## src/rtl/program_loader.sv

```systemverilog
// program_loader: boot-stage loader for the pipelined MIPS core.
// Accepts a program image as a valid/ready byte stream, writes it word by word
// into the instruction memory, and holds the processor in reset until the
// image has loaded and its XOR checksum matches.
//
// Image layout: count_hi, count_lo (word count N, big-endian), N words of
// 4 bytes each (MSB first), then one checksum byte (XOR of the 4N payload bytes).
module program_loader #(
    parameter int unsigned MEMORY_DEPTH = 512,
    parameter logic [31:0] BASE_ADDRESS = 32'h0040_0000
) (
    input  logic        clk,
    input  logic        reset,          // asynchronous, active-low
    input  logic        start,
    input  logic [7:0]  byte_in,
    input  logic        byte_valid,
    output logic        byte_ready,
    output logic        imem_we,
    output logic [31:0] imem_address,
    output logic [31:0] imem_wdata,
    output logic        cpu_reset,      // active-low reset to the core
    output logic        load_done,
    output logic        load_error
);

    typedef enum logic [2:0] {
        S_IDLE,
        S_COUNT_HI,
        S_COUNT_LO,
        S_DATA,
        S_CHECK,
        S_DONE,
        S_ERROR
    } state_e;

    state_e state_q, state_d;

    // Datapath registers
    logic [7:0]  count_hi_q,   count_hi_d;
    logic [15:0] word_count_q, word_count_d;
    logic [15:0] word_index_q, word_index_d;
    logic [1:0]  byte_index_q, byte_index_d;
    // Only the first three bytes of a word need storing: the fourth arrives
    // on the same cycle the word is committed to the write register.
    logic [23:0] shift_q,      shift_d;
    logic [7:0]  checksum_q,   checksum_d;

    // Registered outputs
    logic        imem_we_q,      imem_we_d;
    logic [31:0] imem_address_q, imem_address_d;
    logic [31:0] imem_wdata_q,   imem_wdata_d;
    logic        cpu_reset_q,    cpu_reset_d;
    logic        load_done_q,    load_done_d;
    logic        load_error_q,   load_error_d;

    logic        accept;
    logic [15:0] count_in;
    logic        last_byte_of_word;
    logic        last_word;

    assign accept            = byte_valid && byte_ready;
    assign count_in          = {count_hi_q, byte_in};
    assign last_byte_of_word = (byte_index_q == 2'd3);
    assign last_word         = ((word_index_q + 16'd1) == word_count_q);

    // State register
    always_ff @(posedge clk or negedge reset) begin
        if (!reset) begin
            state_q <= S_IDLE;
        end else begin
            // NOTE: sequential state uses non-blocking assignments so every
            // register samples pre-edge values regardless of statement order.
            state_q <= state_d;
        end
    end

    // Next-state logic
    always_comb begin
        // NOTE: default assignment first so no path leaves state_d unassigned
        // (otherwise a latch would be inferred).
        state_d = state_q;
        unique case (state_q)
            S_IDLE: begin
                if (start) state_d = S_COUNT_HI;
            end
            S_COUNT_HI: begin
                if (accept) state_d = S_COUNT_LO;
            end
            S_COUNT_LO: begin
                if (accept) begin
                    if (32'(count_in) > MEMORY_DEPTH) state_d = S_ERROR;
                    else if (count_in == 16'd0)       state_d = S_CHECK;
                    else                              state_d = S_DATA;
                end
            end
            S_DATA: begin
                if (accept && last_byte_of_word && last_word) state_d = S_CHECK;
            end
            S_CHECK: begin
                if (accept) state_d = (byte_in == checksum_q) ? S_DONE : S_ERROR;
            end
            S_DONE, S_ERROR: begin
                if (start) state_d = S_COUNT_HI;
            end
            default: state_d = S_IDLE;
        endcase
    end

    // Output decode: byte_ready straight from the state register, the rest
    // as next values for the output registers so they track state_d.
    always_comb begin
        byte_ready   = (state_q == S_COUNT_HI) || (state_q == S_COUNT_LO) ||
                       (state_q == S_DATA)     || (state_q == S_CHECK);
        load_done_d  = (state_d == S_DONE);
        load_error_d = (state_d == S_ERROR);
        cpu_reset_d  = (state_d == S_DONE);
        imem_we_d    = (state_q == S_DATA) && accept && last_byte_of_word;
    end

    // Datapath next-state: count capture, byte assembly, checksum, write address
    always_comb begin
        count_hi_d     = count_hi_q;
        word_count_d   = word_count_q;
        word_index_d   = word_index_q;
        byte_index_d   = byte_index_q;
        shift_d        = shift_q;
        checksum_d     = checksum_q;
        imem_address_d = imem_address_q;
        imem_wdata_d   = imem_wdata_q;
        if (accept) begin
            unique case (state_q)
                S_COUNT_HI: begin
                    count_hi_d = byte_in;
                end
                S_COUNT_LO: begin
                    // Cleared for every count so an empty image checks against 0.
                    word_count_d = count_in;
                    word_index_d = 16'd0;
                    byte_index_d = 2'd0;
                    checksum_d   = 8'd0;
                end
                S_DATA: begin
                    shift_d      = {shift_q[15:0], byte_in};
                    checksum_d   = checksum_q ^ byte_in;
                    byte_index_d = byte_index_q + 2'd1;
                    if (last_byte_of_word) begin
                        imem_wdata_d   = {shift_q, byte_in};
                        imem_address_d = BASE_ADDRESS + {14'd0, word_index_q, 2'b00};
                        word_index_d   = word_index_q + 16'd1;
                    end
                end
                default: ;
            endcase
        end
    end

    // Datapath and output registers
    always_ff @(posedge clk or negedge reset) begin
        if (!reset) begin
            count_hi_q     <= 8'd0;
            word_count_q   <= 16'd0;
            word_index_q   <= 16'd0;
            byte_index_q   <= 2'd0;
            shift_q        <= 24'd0;
            checksum_q     <= 8'd0;
            imem_we_q      <= 1'b0;
            imem_address_q <= 32'd0;
            imem_wdata_q   <= 32'd0;
            cpu_reset_q    <= 1'b0;
            load_done_q    <= 1'b0;
            load_error_q   <= 1'b0;
        end else begin
            count_hi_q     <= count_hi_d;
            word_count_q   <= word_count_d;
            word_index_q   <= word_index_d;
            byte_index_q   <= byte_index_d;
            shift_q        <= shift_d;
            checksum_q     <= checksum_d;
            imem_we_q      <= imem_we_d;
            imem_address_q <= imem_address_d;
            imem_wdata_q   <= imem_wdata_d;
            cpu_reset_q    <= cpu_reset_d;
            load_done_q    <= load_done_d;
            load_error_q   <= load_error_d;
        end
    end

    assign imem_we      = imem_we_q;
    assign imem_address = imem_address_q;
    assign imem_wdata   = imem_wdata_q;
    assign cpu_reset    = cpu_reset_q;
    assign load_done    = load_done_q;
    assign load_error   = load_error_q;

endmodule

```

## config.mk

```make
export PLATFORM = sky130hd
export DESIGN_NAME = program_loader
export DESIGN_NICKNAME = d
export VERILOG_FILES = /design/src/rtl/program_loader.sv
export SDC_FILE = /design/constraint.sdc
export NUM_CORES = 1
export LEC_CHECK = 0
export CAP_MARGIN = 0
export CORE_MARGIN = 3
export CORE_UTILIZATION = 55
export CTS_BUF_LIST = sky130_fd_sc_hd__clkbuf_8 sky130_fd_sc_hd__clkbuf_16
export CTS_CLUSTER_DIAMETER = 200
export DETAILED_ROUTE_END_ITERATION = 16
export GPL_TIMING_DRIVEN = 0
export PLACE_DENSITY = 0.78
export SLEW_MARGIN = 20
export SYNTH_ARGS = -nofsm -noshare
export SYNTH_HDL_FRONTEND = slang
export SYNTH_SLANG_ARGS = --single-unit
```

## constraint.sdc

```tcl
create_clock -name clk -period 5.3 [get_ports clk]
set_clock_uncertainty 0.15 [all_clocks]
set_input_delay 1.06 -clock clk [delete_from_list [all_inputs] [get_ports clk]]
set_output_delay 1.06 -clock clk [all_outputs]
set_load 0.02 [all_outputs]
```

; Word-level counts from Yosys, hierarchy flattened
; Cells that the tools add are included.
[classes]
addsub = 3
n_lt_le_gt_ge = 1
eq_ne = 12
mux = 13
bitwise_logic = 1
reduce_logical = 18
[op_table]
columns = operator, n
row1 = case mux 16 bit (2 select lines), 1
row2 = "adder 23 x 18 -> 24 bit, first input constant", 1
row3 = two-way mux 3 bit, 7
row4 = "adder 16 x 1 -> 16 bit, second input constant", 1
row5 = equality test 16 bit, 1
row6 = "> comparator 16 x 10 -> 1 bit, second input constant", 1
row7 = logical NOT 16 bit, 1
row8 = two-way mux 16 bit, 1
row9 = case mux 8 bit (2 select lines), 1
row10 = "equality test 3 bit, second input constant", 5
row11 = case mux 3 bit (5 select lines), 1
row12 = equality test 8 bit, 1
row13 = AND reduction 2 bit, 4
row14 = XOR 8 bit, 1
row15 = "equality test 3 x 2 -> 1 bit, second input constant", 2
row16 = AND reduction 3 bit, 2
row17 = logical AND 1 bit, 5
row18 = case mux 2 bit (2 select lines), 1
row19 = "equality test 3 x 1 -> 1 bit, second input constant", 1
row20 = logical NOT 3 bit, 1
row21 = logical OR 1 bit, 3
row22 = OR reduction 3 bit, 1
row23 = "adder 2 x 1 -> 2 bit, second input constant", 1
row24 = "equality test 2 bit, second input constant", 1
row25 = other kinds (3), 3
[word_totals]
reg_bits = 144
input_bits = 12

; Logic depth before layout (Yosys ltp)
[logic_depth]
word_depth = 10
depth_mapped = 8
depth_no_buf = 7

; Worst setup path before layout
; No wires, ideal clock.
[synth_path]
kind = input to register
start = input byte_valid
end = register word_count_q[7]
setup_ps = 125
t_arrival_ps = 2325
setup_slack_ps = 2700
stages = 4
path_buffers = 1
path_cell_list = nand2b_1 nor2_1 clkbuf_1 mux2_2
[synth_via]
elab_chain_len = 2
[synth_rtl]
columns = element, line_no
row1 = start: declaration, 16  ; input logic byte_valid,
row2 = logical AND 1 bit, 61  ; assign accept = byte_valid && byte_ready;
row3 = AND reduction 2 bit (no source line), n/a
row4 = end signal: assignment, 174  ; word_count_q <= word_count_d;
row5 = end: declaration, 40  ; logic [15:0] word_count_q, word_count_d;
; Every way passes these cells.
; A chain may end at the register's enable or synchronous reset.

; Final worst setup path
[layout_path]
start = register state_q[2]
end = output byte_ready
[layout_via]
elab_chain_len = 4
[layout_rtl]
columns = element, line_no
row1 = start: declaration, 36  ; state_e state_q, state_d;
row2 = start signal: assignment, 73  ; state_q <= state_d;
row3 = equality test 3 x 1 -> 1 bit / equality test 3 x 2 -> 1 bit (equally long branches), 112  ; byte_ready = (state_q == S_COUNT_HI) || (state_q == S_COUNT_LO) ||
row4 = logical OR 1 bit (2 in a row), 112
row5 = logical OR 1 bit (*), 113  ; (state_q == S_DATA) || (state_q == S_CHECK);
row6 = end: declaration, 17  ; output logic byte_ready,
; Every way passes the cells marked *; elsewhere a longest branch is shown, timed or not.

==> impl_metrics.ini <==
[power]
switchingPower_mw = 1.15
powerDensity_mw_per_mm2 = 470
p_leak_nw = 3.50
p_total_mw = 3.52
comb_power_share = 0.264
p_clk_frac = 0.315
cell_internal_pwr_mw = 2.37
seqPwrFrac = 0.421
vdd_drop_max_v = 0.000272
swShare = 0.326

[routing]
post_drt_wl_per_cell_um = 16.8
num_vias = 4790
viasPerCell = 5.60
route.detailed.drc = 0
drt.antenna.violating_nets = 0
drt-total-wl_um = 14300
drtPass1Iterations = 5
initialDrtViolationCount = 342

[yosys]
synth_area_leaders = dfrtp_1 54%, nand2_1 10%, mux2_2 7.5%
async_flop_share = 1.00
synth-warning-count = 0
yosys_most_used_dff = dfrtp_1
ys_seq_elements = 129
synth-seq-area-share = 0.537
ys_types = 54
synth_edf_count = 0
synth_top_area_share = 0.537
syn_avg_cell_area_um2 = 9.90
syn_inst = 607
synth_top_area_cell = dfrtp_1
ys_top_cells_by_count = 168 x nand2_1, 129 x dfrtp_1, 47 x o21ai_0, 40 x mux2_2, 20 x clkbuf_1
yosysMostFrequentCell = nand2_1
netlist_area_mm2 = 0.00601

[clocking]
cts_max_path_buffers = 2
htree_num_levels = 4
clk_latency_ns = 0.53
cts_buffers = 17
cts_root_buf = clkbuf_8
cts-resized-gates = 0
clk_pin_slew_ns = 0.06
cts_tree = built
cts.sinks = 129
postCtsSetupBuffers = 0
cts_hold_buffers = 0

[grt]
grt.overflow.total = 0
grt_pass1_wl_um = 23800
antenna_found_initial = 0
grt_pass1_vias = 4614
grt_max_degree = 79
grt_util_all_layers = 0.242

[placed_design]
dp_hpwl_um = 10100
dpl.cell_count = 823
portBuffers = 65
preCtsSetupSlack_ns = 1.69
place.gp.congestion = 0.818
postPlaceCellArea_mm2 = 0.00691

[floorplan]
start_util = 0.575
row_count = 37
fp.dieW_um = 111
die_y_um = 111
ios = 81
die-area_mm2 = 0.0122
core_mm2 = 0.0105

[worst_setup_path]
cpMaxStageDelayCell = clkdlybuf4s50_1
rrSetupSlack_ns = 2.43
cp-start-kind = flip-flop
r2r-end = load_error
critical_path_class = flip-flop to primary output
reg2reg_from = word_index_q[0]
cpPeakStageDelay_ns = 0.69
path_cells = clkbuf_1 > xnor2_1 > clkdlybuf4s50_1
rr_worst_depth = 7
cp_top_family = buffers and inverters
critical_path_buf_inv_count = 2
cp-end-kind = primary output
worstPathMaxFanout = 9
worstPathRequired_ns = 4.09
cp.arrival_ns = 2.17

[cells_and_area]
insertedDiodeCount = 0
fin_nets = 720
multi_input_area_mm2 = 0.00250
ff_latch_area_mm2 = 0.00323
drive_above_1_share = 0.154
nFillCells = 809
fin_util = 0.715
final_area_mm2 = 0.00748
final_cells = 855
syn2layout_area_growth_pct = 24.5

[flow_run]
maxCapViolCount = 0

[timing]
hold_viol = 0
slew_violations = 0
period_needed_ns = 3.38
setup_viol = 0
setup_ws_ns = 1.92
slew_headroom = 0.495
max_freq_ghz = 0.296
worst_pin_slew_ns = 0.755
fin_crit_sh = 0.638
tns_ns = 0
rsz0062_at_grt = no
hold-worst-slack_ns = 0.314

[min_path]
min_path_type = flip-flop to flip-flop
hold_start = imem_address[22]
min_to = imem_address[22]
min_path_cells = 1

[outcome]
status = complete, no violations
area by class of cell:
| cell class | instances | share of cell area |
|---|---|---|
| Timing Repair Buffer | 66 | 0.0908 |
| Multi-Input combinational cell | 426 | 0.335 |
| Buffer | 51 | 0.0368 |
| Inverter | 15 | 0.00753 |
| Sequential cell | 129 | 0.431 |
| Clock inverter | 14 | 0.0187 |
| Tap cell | 136 | 0.0227 |
| Clock buffer | 18 | 0.0572 |
cells in the final DEF, fill, tap and decap left out, types with 3 or more instances in the layout:
cell type and n:
clkbuf_16 16, clkdlybuf4s50_1 64, mux2i_1 4, o21ai_0 47
clkinv_2 3, conb_1 15, buf_2 9, a21oi_1 19
nor3_1 13, xnor2_1 17, inv_1 15, xor2_1 13
nor4_1 4, buf_4 19, nand4_1 9, a22o_1 4
nand3_1 7, and3_1 6, nand2b_1 3, nor2_1 11
clkinvlp_4 3, mux2_2 40, nand2_1 168, clkbuf_1 20
dfrtp_1 129, a31oi_1 4, o211ai_1 3, o22ai_1 4
o31ai_1 3
cells by family after synthesis:
group / Yosys count / share of synthesized area
compound gates: 94 / 0.0934
xor+xnor: 30 / 0.0437
fa+ha+maj: 2 / 0.00416
buf+inv: 66 / 0.0551
flops: 129 / 0.537
mux: 44 / 0.0816
other cells: 1 / 0.000624
simple gates: 241 / 0.184
state kept, by name, summed over array words and instances, names as in the netlist:
signal / cells
byte_index_q: 2
checksum_q: 8
count_hi_q: 8
imem_address: 17
imem_wdata: 32
imem_we: 1
load_done: 1
load_error: 1
shift_q: 24
state_q: 3
word_count_q: 16
word_index_q: 16
routing by layer:
| metal | GRT usage | vias up | wire, um |
|---|---|---|---|
| met1 | 0.325 | 2355 | 6320 |
| met4 | 0.0805 | 0 | 214 |
| met3 | 0.0515 | 24 | 822 |
| met2 | 0.392 | 176 | 6970 |
| met5 | 0 | - | 0 |
| li1 | - | 2235 | - |
power groups by stage:
stage	Clock [mW]	Sequential [mW]	Combinational (mW)
6_report	1.11	1.48	0.929
5_1_grt	1.17	1.51	1.02
4_1_cts	1.12	1.47	0.933
3_5_place_dp	0	1.49	0.921
3_3_place_gp	0	1.47	0.882
2_1_floorplan	0	1.46	0.612
worst max-delay path by stage:
stage | slack [ns] | startpoint | to | depth (start not counted)
floorplan | 2.70 | byte_valid | word_count_q[7] | 4
global placement | -1.75 | reset | imem_wdata[1] | 1
detailed placement | 1.69 | byte_valid | word_count_q[9] | 5
CTS | 1.88 | state_q[2] | byte_ready | 3
global route | 1.83 | state_q[2] | byte_ready | 3
finish | 1.92 | state_q[2] | byte_ready | 3
(Power assumes the default switching activity.)
